File: config.mk
export PLATFORM = sky130hd
export DESIGN_NAME = rf_mp_sb
export DESIGN_NICKNAME = d
export VERILOG_FILES = /design/src/rtl/rf_pkg.sv /design/src/rtl/rf_clear_fsm.sv /design/src/rtl/rf_mp_sb.sv
export SDC_FILE = /design/constraint.sdc
export NUM_CORES = 1
export LEC_CHECK = 0
export CAP_MARGIN = 10
export CELL_PAD_IN_SITES_DETAIL_PLACEMENT = 0
export CELL_PAD_IN_SITES_GLOBAL_PLACEMENT = 1
export CORE_MARGIN = 3
export CORE_UTILIZATION = 40
export DETAILED_ROUTE_END_ITERATION = 16
export GPL_TIMING_DRIVEN = 0
export PLACE_DENSITY_LB_ADDON = 0.1
export SLEW_MARGIN = 20
export SYNTH_ARGS = -nofsm -noshare
export SYNTH_HDL_FRONTEND = slang
export SYNTH_SLANG_ARGS = --single-unit
File: constraint.sdc
create_clock -name i_clk -period 11.6 [get_ports i_clk]
set_input_delay 2.32 -clock i_clk [delete_from_list [all_inputs] [get_ports i_clk]]
set_output_delay 2.32 -clock i_clk [all_outputs]
set_load 0.01 [all_outputs]
File: src/rtl/rf_pkg.sv
// Shared constants, state encoding and helpers for the multi-port register file.
// The sweep FSM and the top-level storage/scoreboard both import this package.
package rf_pkg;

  localparam int DEF_DATA_W = 32;
  localparam int DEF_ADDR_W = 5;
  localparam int ZERO_ADDR  = 0;

  // popcount takes a fixed-width vector that callers zero-extend, so ADDR_W <= 8
  localparam int MAX_DEPTH  = 256;

  typedef enum logic {
    CLEAR = 1'b0,
    IDLE  = 1'b1
  } rf_state_e;

  function automatic logic [31:0] popcount(input logic [MAX_DEPTH-1:0] v);
    logic [31:0] cnt;
    cnt = '0;
    for (int i = 0; i < MAX_DEPTH; i++) begin
      cnt = cnt + {31'd0, v[i]};
    end
    return cnt;
  endfunction

endpackage

File: src/rtl/rf_clear_fsm.sv
// Post-reset clear sweep: walks every register address once, writing zero,
// then parks in IDLE with rf_ready high until the next reset.
module rf_clear_fsm
  import rf_pkg::*;
#(
  parameter int ADDR_W = DEF_ADDR_W
) (
  input  logic              i_clk,
  input  logic              i_rst,
  output rf_state_e         o_state,
  output logic              o_rf_ready,
  output logic              o_clr_we,
  output logic [ADDR_W-1:0] o_clr_addr
);

  rf_state_e         r_state;
  rf_state_e         w_nextState;
  logic [ADDR_W-1:0] r_clrIdx;
  logic [ADDR_W-1:0] w_nextIdx;
  logic              r_ready;
  logic              w_nextReady;
  logic              w_clrWe;

  always_ff @(posedge i_clk) begin
    if (i_rst) begin
      r_state  <= CLEAR;
      r_clrIdx <= '0;
      r_ready  <= 1'b0;
    end else begin
      r_state  <= w_nextState;
      r_clrIdx <= w_nextIdx;
      r_ready  <= w_nextReady;
    end
  end

  // The last index is all-ones, so reaching it ends the sweep without wrapping
  always_comb begin
    w_nextState = r_state;
    w_nextIdx   = r_clrIdx;
    w_nextReady = r_ready;
    w_clrWe     = 1'b0;
    case (r_state)
      CLEAR: begin
        w_clrWe = 1'b1;
        if (r_clrIdx == {ADDR_W{1'b1}}) begin
          w_nextState = IDLE;
          w_nextReady = 1'b1;
        end else begin
          w_nextIdx = r_clrIdx + 1'b1;
        end
      end
      IDLE: begin
        w_nextState = IDLE;
      end
      default: begin
        w_nextState = CLEAR;
      end
    endcase
  end

  assign o_state    = r_state;
  assign o_rf_ready = r_ready;
  assign o_clr_we   = w_clrWe && !i_rst;
  assign o_clr_addr = r_clrIdx;

endmodule

File: src/rtl/rf_mp_sb.sv
// Multi-read-port register file with a per-register busy scoreboard.
// Define RF_BYPASS_EN to forward same-cycle writeback data to the read ports.
module rf_mp_sb
  import rf_pkg::*;
#(
  parameter int DATA_W   = DEF_DATA_W,
  parameter int ADDR_W   = DEF_ADDR_W,
  parameter int NRD      = 2,
  parameter int ZERO_REG = 1
) (
  input  logic                  i_clk,
  input  logic                  i_rst,
  output logic                  o_rf_ready,
  input  logic [NRD*ADDR_W-1:0] i_rd_addr,
  output logic [NRD*DATA_W-1:0] o_rd_data,
  output logic [NRD-1:0]        o_rd_busy,
  input  logic                  i_wr_en,
  input  logic [ADDR_W-1:0]     i_wr_addr,
  input  logic [DATA_W-1:0]     i_wr_data,
  input  logic                  i_rsv_en,
  input  logic [ADDR_W-1:0]     i_rsv_addr,
  input  logic                  i_flush,
  output logic [ADDR_W:0]       o_busy_cnt
);

  localparam int DEPTH = 2**ADDR_W;

  rf_state_e         w_state;
  logic              w_isIdle;
  logic              w_clrWe;
  logic [ADDR_W-1:0] w_clrAddr;
  logic              w_zeroProt;
  logic              w_wrOk;
  logic              w_rsvOk;

  logic [DATA_W-1:0] r_mem [DEPTH];
  logic [DEPTH-1:0]  r_busy;

  rf_clear_fsm #(
    .ADDR_W (ADDR_W)
  ) u_clear_fsm (
    .i_clk      (i_clk),
    .i_rst      (i_rst),
    .o_state    (w_state),
    .o_rf_ready (o_rf_ready),
    .o_clr_we   (w_clrWe),
    .o_clr_addr (w_clrAddr)
  );

  assign w_isIdle   = (w_state == IDLE);
  assign w_zeroProt = (ZERO_REG != 0);
  assign w_wrOk     = w_isIdle && i_wr_en &&
                      (!w_zeroProt || (i_wr_addr != ADDR_W'(ZERO_ADDR)));
  assign w_rsvOk    = w_isIdle && i_rsv_en && !i_flush &&
                      (!w_zeroProt || (i_rsv_addr != ADDR_W'(ZERO_ADDR)));

  always_ff @(posedge i_clk) begin
    if (w_clrWe) begin
      r_mem[w_clrAddr] <= '0;
    end else if (w_wrOk) begin
      r_mem[i_wr_addr] <= i_wr_data;
    end
  end

  // Reserve is applied after the writeback clear so a same-address reserve wins
  always_ff @(posedge i_clk) begin
    if (i_rst) begin
      r_busy <= '0;
    end else if (w_isIdle) begin
      if (i_flush) begin
        r_busy <= '0;
      end else if (w_wrOk) begin
        r_busy[i_wr_addr] <= 1'b0;
      end
      if (w_rsvOk) begin
        r_busy[i_rsv_addr] <= 1'b1;
      end
    end
  end

  for (genvar g = 0; g < NRD; g++) begin : g_rd
    logic [ADDR_W-1:0] w_addr;
    logic              w_zero;
    logic [DATA_W-1:0] w_data;
    logic              w_busyBit;

    assign w_addr = i_rd_addr[g*ADDR_W +: ADDR_W];
    assign w_zero = w_zeroProt && (w_addr == ADDR_W'(ZERO_ADDR));

`ifdef RF_BYPASS_EN
    logic w_hit;
    assign w_hit     = w_wrOk && (i_wr_addr == w_addr);
    assign w_data    = w_hit ? i_wr_data : r_mem[w_addr];
    assign w_busyBit = w_hit ? (w_rsvOk && (i_rsv_addr == w_addr)) : r_busy[w_addr];
`else
    assign w_data    = r_mem[w_addr];
    assign w_busyBit = r_busy[w_addr];
`endif

    assign o_rd_data[g*DATA_W +: DATA_W] = (!w_isIdle || w_zero) ? '0 : w_data;
    assign o_rd_busy[g]                  = w_isIdle && !w_zero && w_busyBit;
  end

  assign o_busy_cnt = (ADDR_W+1)'(popcount(MAX_DEPTH'(r_busy)));

endmodule

Yosys cells after proc, flatten, opt, wreduce, memory -nomap -nowiden
Memory sizes are Yosys's and may differ from the RTL's. Cells that the tools add are included.

Flip-flop bits (word level): 39. Latch bits: 0. Memory bits (writable): 1024. ROM bits: 0. Bits of input ports: 57. Memories: 1.

$add $sub $neg: 32. Multipliers: 0. Divide/modulo/power cells: 0. $lt $le $gt $ge: 6. Eq/ne operators: 1. Shifts and indexed selects: 0. Muxes and demuxes: 26. Bitwise gates (word level): 5. Reductions and logical operators: 26.

Memories: r_mem (words 32, bits a word 32, rd ports 2, clocked after Yosys merged registers in 0, wr ports 1, line rf_mp_sb.sv:36) `logic [DATA_W-1:0] r_mem [DEPTH];`.

Operator list (number): 32-bit 2-to-1 mux (8); 6-bit by 1-bit adder with 6-bit output (26); 32-bit AND (1); 32-bit NOT (1); 32-bit bitwise OR (1); 32-bit OR reduction (1); 5-bit by 6-bit less-than comparator with 1-bit output, second input constant (4); 1-bit logical AND (12); 1-bit 2-to-1 mux (12); 1-bit binary-select mux with 5-bit select (2); 1-bit demux with 5-bit select (2); 5-bit by 1-bit greater-or-equal comparator with 1-bit output, second input constant (2); 5-bit logical NOT (2); 5-bit nonzero test (2); 5-bit by 1-bit adder with 6-bit output (1); 4-bit by 1-bit adder with 5-bit output (1); 5-bit by 1-bit adder with 5-bit output, second input constant (1); 5-bit equality test, second input constant (1); 1-bit logical NOT (5); 5-bit 2-to-1 mux (1); 3-bit by 1-bit adder with 4-bit output (1); 2-bit AND reduction (2); 2-bit by 1-bit adder with 3-bit output (1); 1-bit by 1-bit adder with 2-bit output (1); other kinds (3) (5).

Depth between registers and ports, before layout
Depth after elaboration: 31. Depth in mapped cells: 16. Gate-level depth less buffers: 16.

Cells and area by module
A second synthesis with hierarchy kept.

Cell total of the unflattened synthesis: 3209. Area total of the unflattened synthesis: 50963.9 µm².

Modules (own cells, without submodules): rf_mp_sb (times used 1, cells each 3177, area an instance 50669.8 µm², sequential area each 31390.1 µm²); rf_clear_fsm (times used 1, cells each 32, area an instance 294.0 µm², sequential area each 140.1 µm²).

Least setup slack after synthesis
OpenSTA, ideal clock, no wires.

Path kind: flip-flop to output port. From: reg r_busy[5]. To: out o_busy_cnt[4]. Arrival: 4.531 ns. Required time: 9.280 ns. Path slack: 4.749 ns. Cell stages (with the launch flop): 16. Path buffers: 0. Path through: dfxtp_1 > inv_1 > fa_1 > inv_1 > fa_1 > fa_1 > fa_1 > fa_1 > inv_1 > fa_1 > inv_1 > ha_1 > fa_1 > a21o_1 > a21oi_1 > xnor2_1.

Word-level cells in the longest chain between the ends: 27.

RTL lines: from (decl) (line rf_mp_sb.sv:37) `logic [DEPTH-1:0] r_busy;`; from (signal assigned) (line rf_mp_sb.sv:68) `r_busy <= '0;`; from (signal assigned) (line rf_mp_sb.sv:71) `r_busy <= '0;`; from (signal, indexed assignment) (line rf_mp_sb.sv:73) `r_busy[i_wr_addr] <= 1'b0;`; 5-bit by 1-bit adder with 6-bit output (line rf_pkg.sv:21) `cnt = cnt + {31'd0, v[i]};`; 6-bit by 1-bit adder with 6-bit output (26 in a row) (line rf_pkg.sv:21); to (decl) (line rf_mp_sb.sv:23) `output logic [ADDR_W:0] o_busy_cnt`.

No other way between the ends.

Worst setup path after layout
From: in i_rd_addr[9]. To: out o_rd_data[58].

Word-level cells in the longest chain between the ends: 3.

RTL lines: from (decl) (line rf_mp_sb.sv:14) `input logic [NRD*ADDR_W-1:0] i_rd_addr,`; parallel branches: the longest is 2 deep, another holds memory read 32 x 32 bit; 32-bit 2-to-1 mux * (line rf_mp_sb.sv:100) `assign o_rd_data[g*DATA_W +: DATA_W] = (!w_isIdle || w_zero) ? '0 : w_data;`; to (decl) (line rf_mp_sb.sv:15) `output logic [NRD*DATA_W-1:0] o_rd_data,`.

Mark *: on every way between the ends.

==> run summary <==
Remaining max-slew budget at the tightest pin = 13.4%
IR Drop Worst-Case VDD = 0.112 mV
Routed WL = 215 mm
Finish-stage setup viols = 0
Dominant delay contributor by cell family on the critical path = buffers and inverters
Clk pin slew, worst setup/hold paths = 0.05 ns
Category of the worst setup path capture point = primary output
Ratio of final minimum period to clock period = 76.6%
Wire length of the first global-routing pass = 288 mm
DIE AREA = 0.132 mm2
Outcome = finished, final reports clean
Worst endpoint required time = 9.28 ns
Routed wire per std cell = 40.5 um
Number of cells in the design after placement = 5072
Final net count = 3635
First-pass iteration count of the detailed router = 6
Row count = 130
R2R cell count = 10
RD Place Congestion = 0.908
Proportion of layout cells with a drive suffix above 1 = 22.1%
Number of flops mapped to enable cells by yosys = 1024
Top fanout value on the critical path = 10
Post-CTS setup buffer count = 0
Most frequent cell after synthesis = sky130_fd_sc_hd__edfxtp_1
Commonest cells post-synth = sky130_fd_sc_hd__edfxtp_1, sky130_fd_sc_hd__mux2i_1, sky130_fd_sc_hd__a22oi_1
Post-Syn Area = 0.0509 mm2
Hold slack = 0.478 ns
Period minus WS final = 8.89 ns
Hold Path End = u_clear_fsm.o_rf_ready$_SDFFE_PP0P_
Area of the core = 0.126 mm2
Crit Reg-Reg Endpoint = r_mem[22][27]$_DFFE_PP_
Iter 0 DRT Violations = 5044
Synthesis-stage register bit count = 1063
Class of the worst hold path = flop to flop
Vias in the first global route = 35100
Async SR Flop Fraction = 0%
Initial antenna violation count = 2
Setup repair after global routing missed its margin = false
Worst Max-Slew Pin Slew = 1.30 ns
Reg-to-reg setup timing slack = 7.37 ns
CTS tree = yes
Max-cap viol count = 0
Top-level I/O count = 130
Initial standard-cell utilization of the core = 40.4%
Final total negative setup slack = 0 ns
Worst-path cell chain = clkdlybuf4s50_1 -> nand2_1 -> nor2_1 -> clkbuf_1 -> nand3_1 -> nand4_1 -> clkdlybuf4s50_1
Utilization of the core after routing = 47.5%
Highest-delay cell along the critical path = sky130_fd_sc_hd__clkbuf_1
Hold violation total from the final report = 0
Startpoint of the lowest-slack register-to-register path = u_clear_fsm.o_state$_SDFF_PP0_
Height of the die = 363 um
Cell area power density = 142 mW/mm2
Worst Min Path Start = u_clear_fsm.o_rf_ready$_SDFFE_PP0P_
Number of clock sinks seen by CTS = 1063
Via/cell ratio = 6.59
Maximum level of the CTS H-tree = 3
Gr usage total = 32.3%
Total congestion overflow = 0
Most prevalent standard cell on the critical path = sky130_fd_sc_hd__clkdlybuf4s50_1
Top achievable clock speed = 113 MHz
Post-route ant nets = 0
CP arrival = 6.57 ns
Delay of the slowest cell on the worst path = 1.01 ns
Share of the synthesized area in the top cell type = 60.4%
Number of CTS-inserted buffers = 119
Detailed-route DRC error count = 0
Mapped Cells = 3169
Syn_area_per_cell = 16.1 um2
Root buffer cell = sky130_fd_sc_hd__clkbuf_16
Port buffer count = 122
Critical path class = primary input to primary output
Syn_nets = 3259
Resize count post-CTS = 0
Largest area contributor in the synthesized netlist = sky130_fd_sc_hd__edfxtp_1
Power after layout = 8.52 mW
Insertion delay to the later sink of the worst-skew pair = 0.76 ns
Chip width = 363 um
Kind of start point of the critical path = primary input
Number of max-slew violations in the final report = 0
Leakage power total = 19.5 nW
Number of standard cells in the final layout excluding fillers = 5297
Area growth from synthesis to final layout = 17.6%
Final-layout fill cell count = 10700
Hold path depth = 2
Count of hold buffers inserted by post-cts repair = 0
Yosys warnings = 0
Top cells by area, synth = sky130_fd_sc_hd__edfxtp_1, sky130_fd_sc_hd__mux4_2, sky130_fd_sc_hd__mux2i_1, sky130_fd_sc_hd__a22oi_1, sky130_fd_sc_hd__dfxtp_1
Clk buf depth = 3
Top FF cell, synth = sky130_fd_sc_hd__edfxtp_1
Post-Route Skew = 0.0304 ns
DP HPWL = 153 mm
Portion of the post-synthesis area used by sequential elements = 61.9%
Pin count of the biggest net entering global routing = 33
Distinct cells, synth = 58
Number of buffers and inverters on the critical path = 3
Vias post-DR = 34900
where the power goes:
group / switching [mW] / internal, mW / leakage [nW]
Clock: 1.61 / 2.14 / 1.88
Sequential: 0.0109 / 4.17 / 8.64
Combinational: 0.389 / 0.199 / 9.02
Total: 2.01 / 6.51 / 19.5
routing by layer:
layer | up-vias | share of wire, % | global-route usage (%)
li1 | 13800 | - | -
met1 | 18400 | 39 | 42.4
met2 | 2289 | 45 | 50.1
met3 | 459 | 11 | 9.80
met4 | 2 | 4.3 | 12.8
met5 | - | 0.036 | 0.444
tightest hold or removal path, delay by kind of cell, from the launching register on:
kind,cells,cell delay [ns]
AOI/OAI and AO/OA,1,0.04
and+or+nand+nor,1,0.07
DFF,1,0.33
area by class of cell:
cell class	count	area, um2	share of cell area, %
sequential	1063	31500	52.7
timing repair buffer	255	2780	4.65
tap	1650	2060	3.45
buffer	250	1310	2.18
antenna	3	7.51	0.0125
inverter	39	146	0.245
clock inverter	76	714	1.19
clock buffer	144	3090	5.17
multi-input combinational	1817	18200	30.4
kinds of logic (layout without fill, tap and decap cells):
| group | Yosys count | in the layout | synth area share (%) |
|---|---|---|---|
| AO/OA/AOI/OAI | 493 | 493 | 6.77 |
| flip-flops | 1063 | 1063 | 61.9 |
| adder cells (fa/ha/maj) | 33 | 33 | 1.16 |
| multiplexers | 798 | 798 | 22.1 |
| buffers and inverters | 289 | 764 | 2.80 |
| AND/OR/NAND/NOR | 487 | 487 | 5.11 |
| other | 0 | 3 | 0 |
| XOR/XNOR | 6 | 6 | 0.103 |
stage by stage:
stage          instance area [um2]  setup slack, ns
2_1_floorplan                50900             4.75
3_3_place_gp                 54200            0.506
3_5_place_dp                 56000             2.90
4_1_cts                      59800             2.89
5_1_grt                      59900             2.80
6_report                     59900             2.71
flip-flops by register name (all words and copies together), names as in the netlist:
name,cells
u_clear_fsm.o_state,1
u_clear_fsm.o_clr_addr,5
r_busy,32
u_clear_fsm.o_rf_ready,1
r_mem,1024
cell usage in the layout, fill, tap and decap left out, types with 17 or more instances in the layout:
cell	synthesis	final
sky130_fd_sc_hd__a21oi_1	84	84
sky130_fd_sc_hd__a22o_1	32	32
sky130_fd_sc_hd__a22oi_1	275	275
sky130_fd_sc_hd__a31oi_1	41	41
sky130_fd_sc_hd__and2_1	41	25
sky130_fd_sc_hd__and3_1	31	31
sky130_fd_sc_hd__buf_12	1	26
sky130_fd_sc_hd__buf_2	100	101
sky130_fd_sc_hd__buf_4	31	110
sky130_fd_sc_hd__buf_6	9	27
sky130_fd_sc_hd__clkbuf_1	100	101
sky130_fd_sc_hd__clkbuf_16	0	120
sky130_fd_sc_hd__clkbuf_2	2	25
sky130_fd_sc_hd__clkdlybuf4s50_1	0	122
sky130_fd_sc_hd__clkinv_1	0	21
sky130_fd_sc_hd__clkinv_2	0	32
sky130_fd_sc_hd__dfxtp_1	39	39
sky130_fd_sc_hd__edfxtp_1	1024	1024
sky130_fd_sc_hd__fa_1	24	24
sky130_fd_sc_hd__inv_1	39	39
sky130_fd_sc_hd__mux2i_1	533	533
sky130_fd_sc_hd__mux4_2	262	262
sky130_fd_sc_hd__nand2_1	91	91
sky130_fd_sc_hd__nand3_1	145	145
sky130_fd_sc_hd__nand4_1	68	68
sky130_fd_sc_hd__nor2_1	40	21
sky130_fd_sc_hd__nor3_2	1	17
sky130_fd_sc_hd__o211ai_1	31	31
how the worst max path moves through the flow:
stage,slack [ns],startpoint,depth (start not counted),end
floorplan,4.75,r_busy[5]$_SDFFE_PP0P_,15,o_busy_cnt[4]
global placement,0.51,i_wr_addr[4],6,r_mem[7][21]$_DFFE_PP_
detailed placement,2.90,i_rd_addr[9],7,o_rd_data[58]
CTS,2.89,i_rd_addr[9],7,o_rd_data[58]
global route,2.80,i_rd_addr[9],7,o_rd_data[58]
finish,2.71,i_rd_addr[9],7,o_rd_data[58]
No activity file was read; power rests on OpenSTA's default activity.
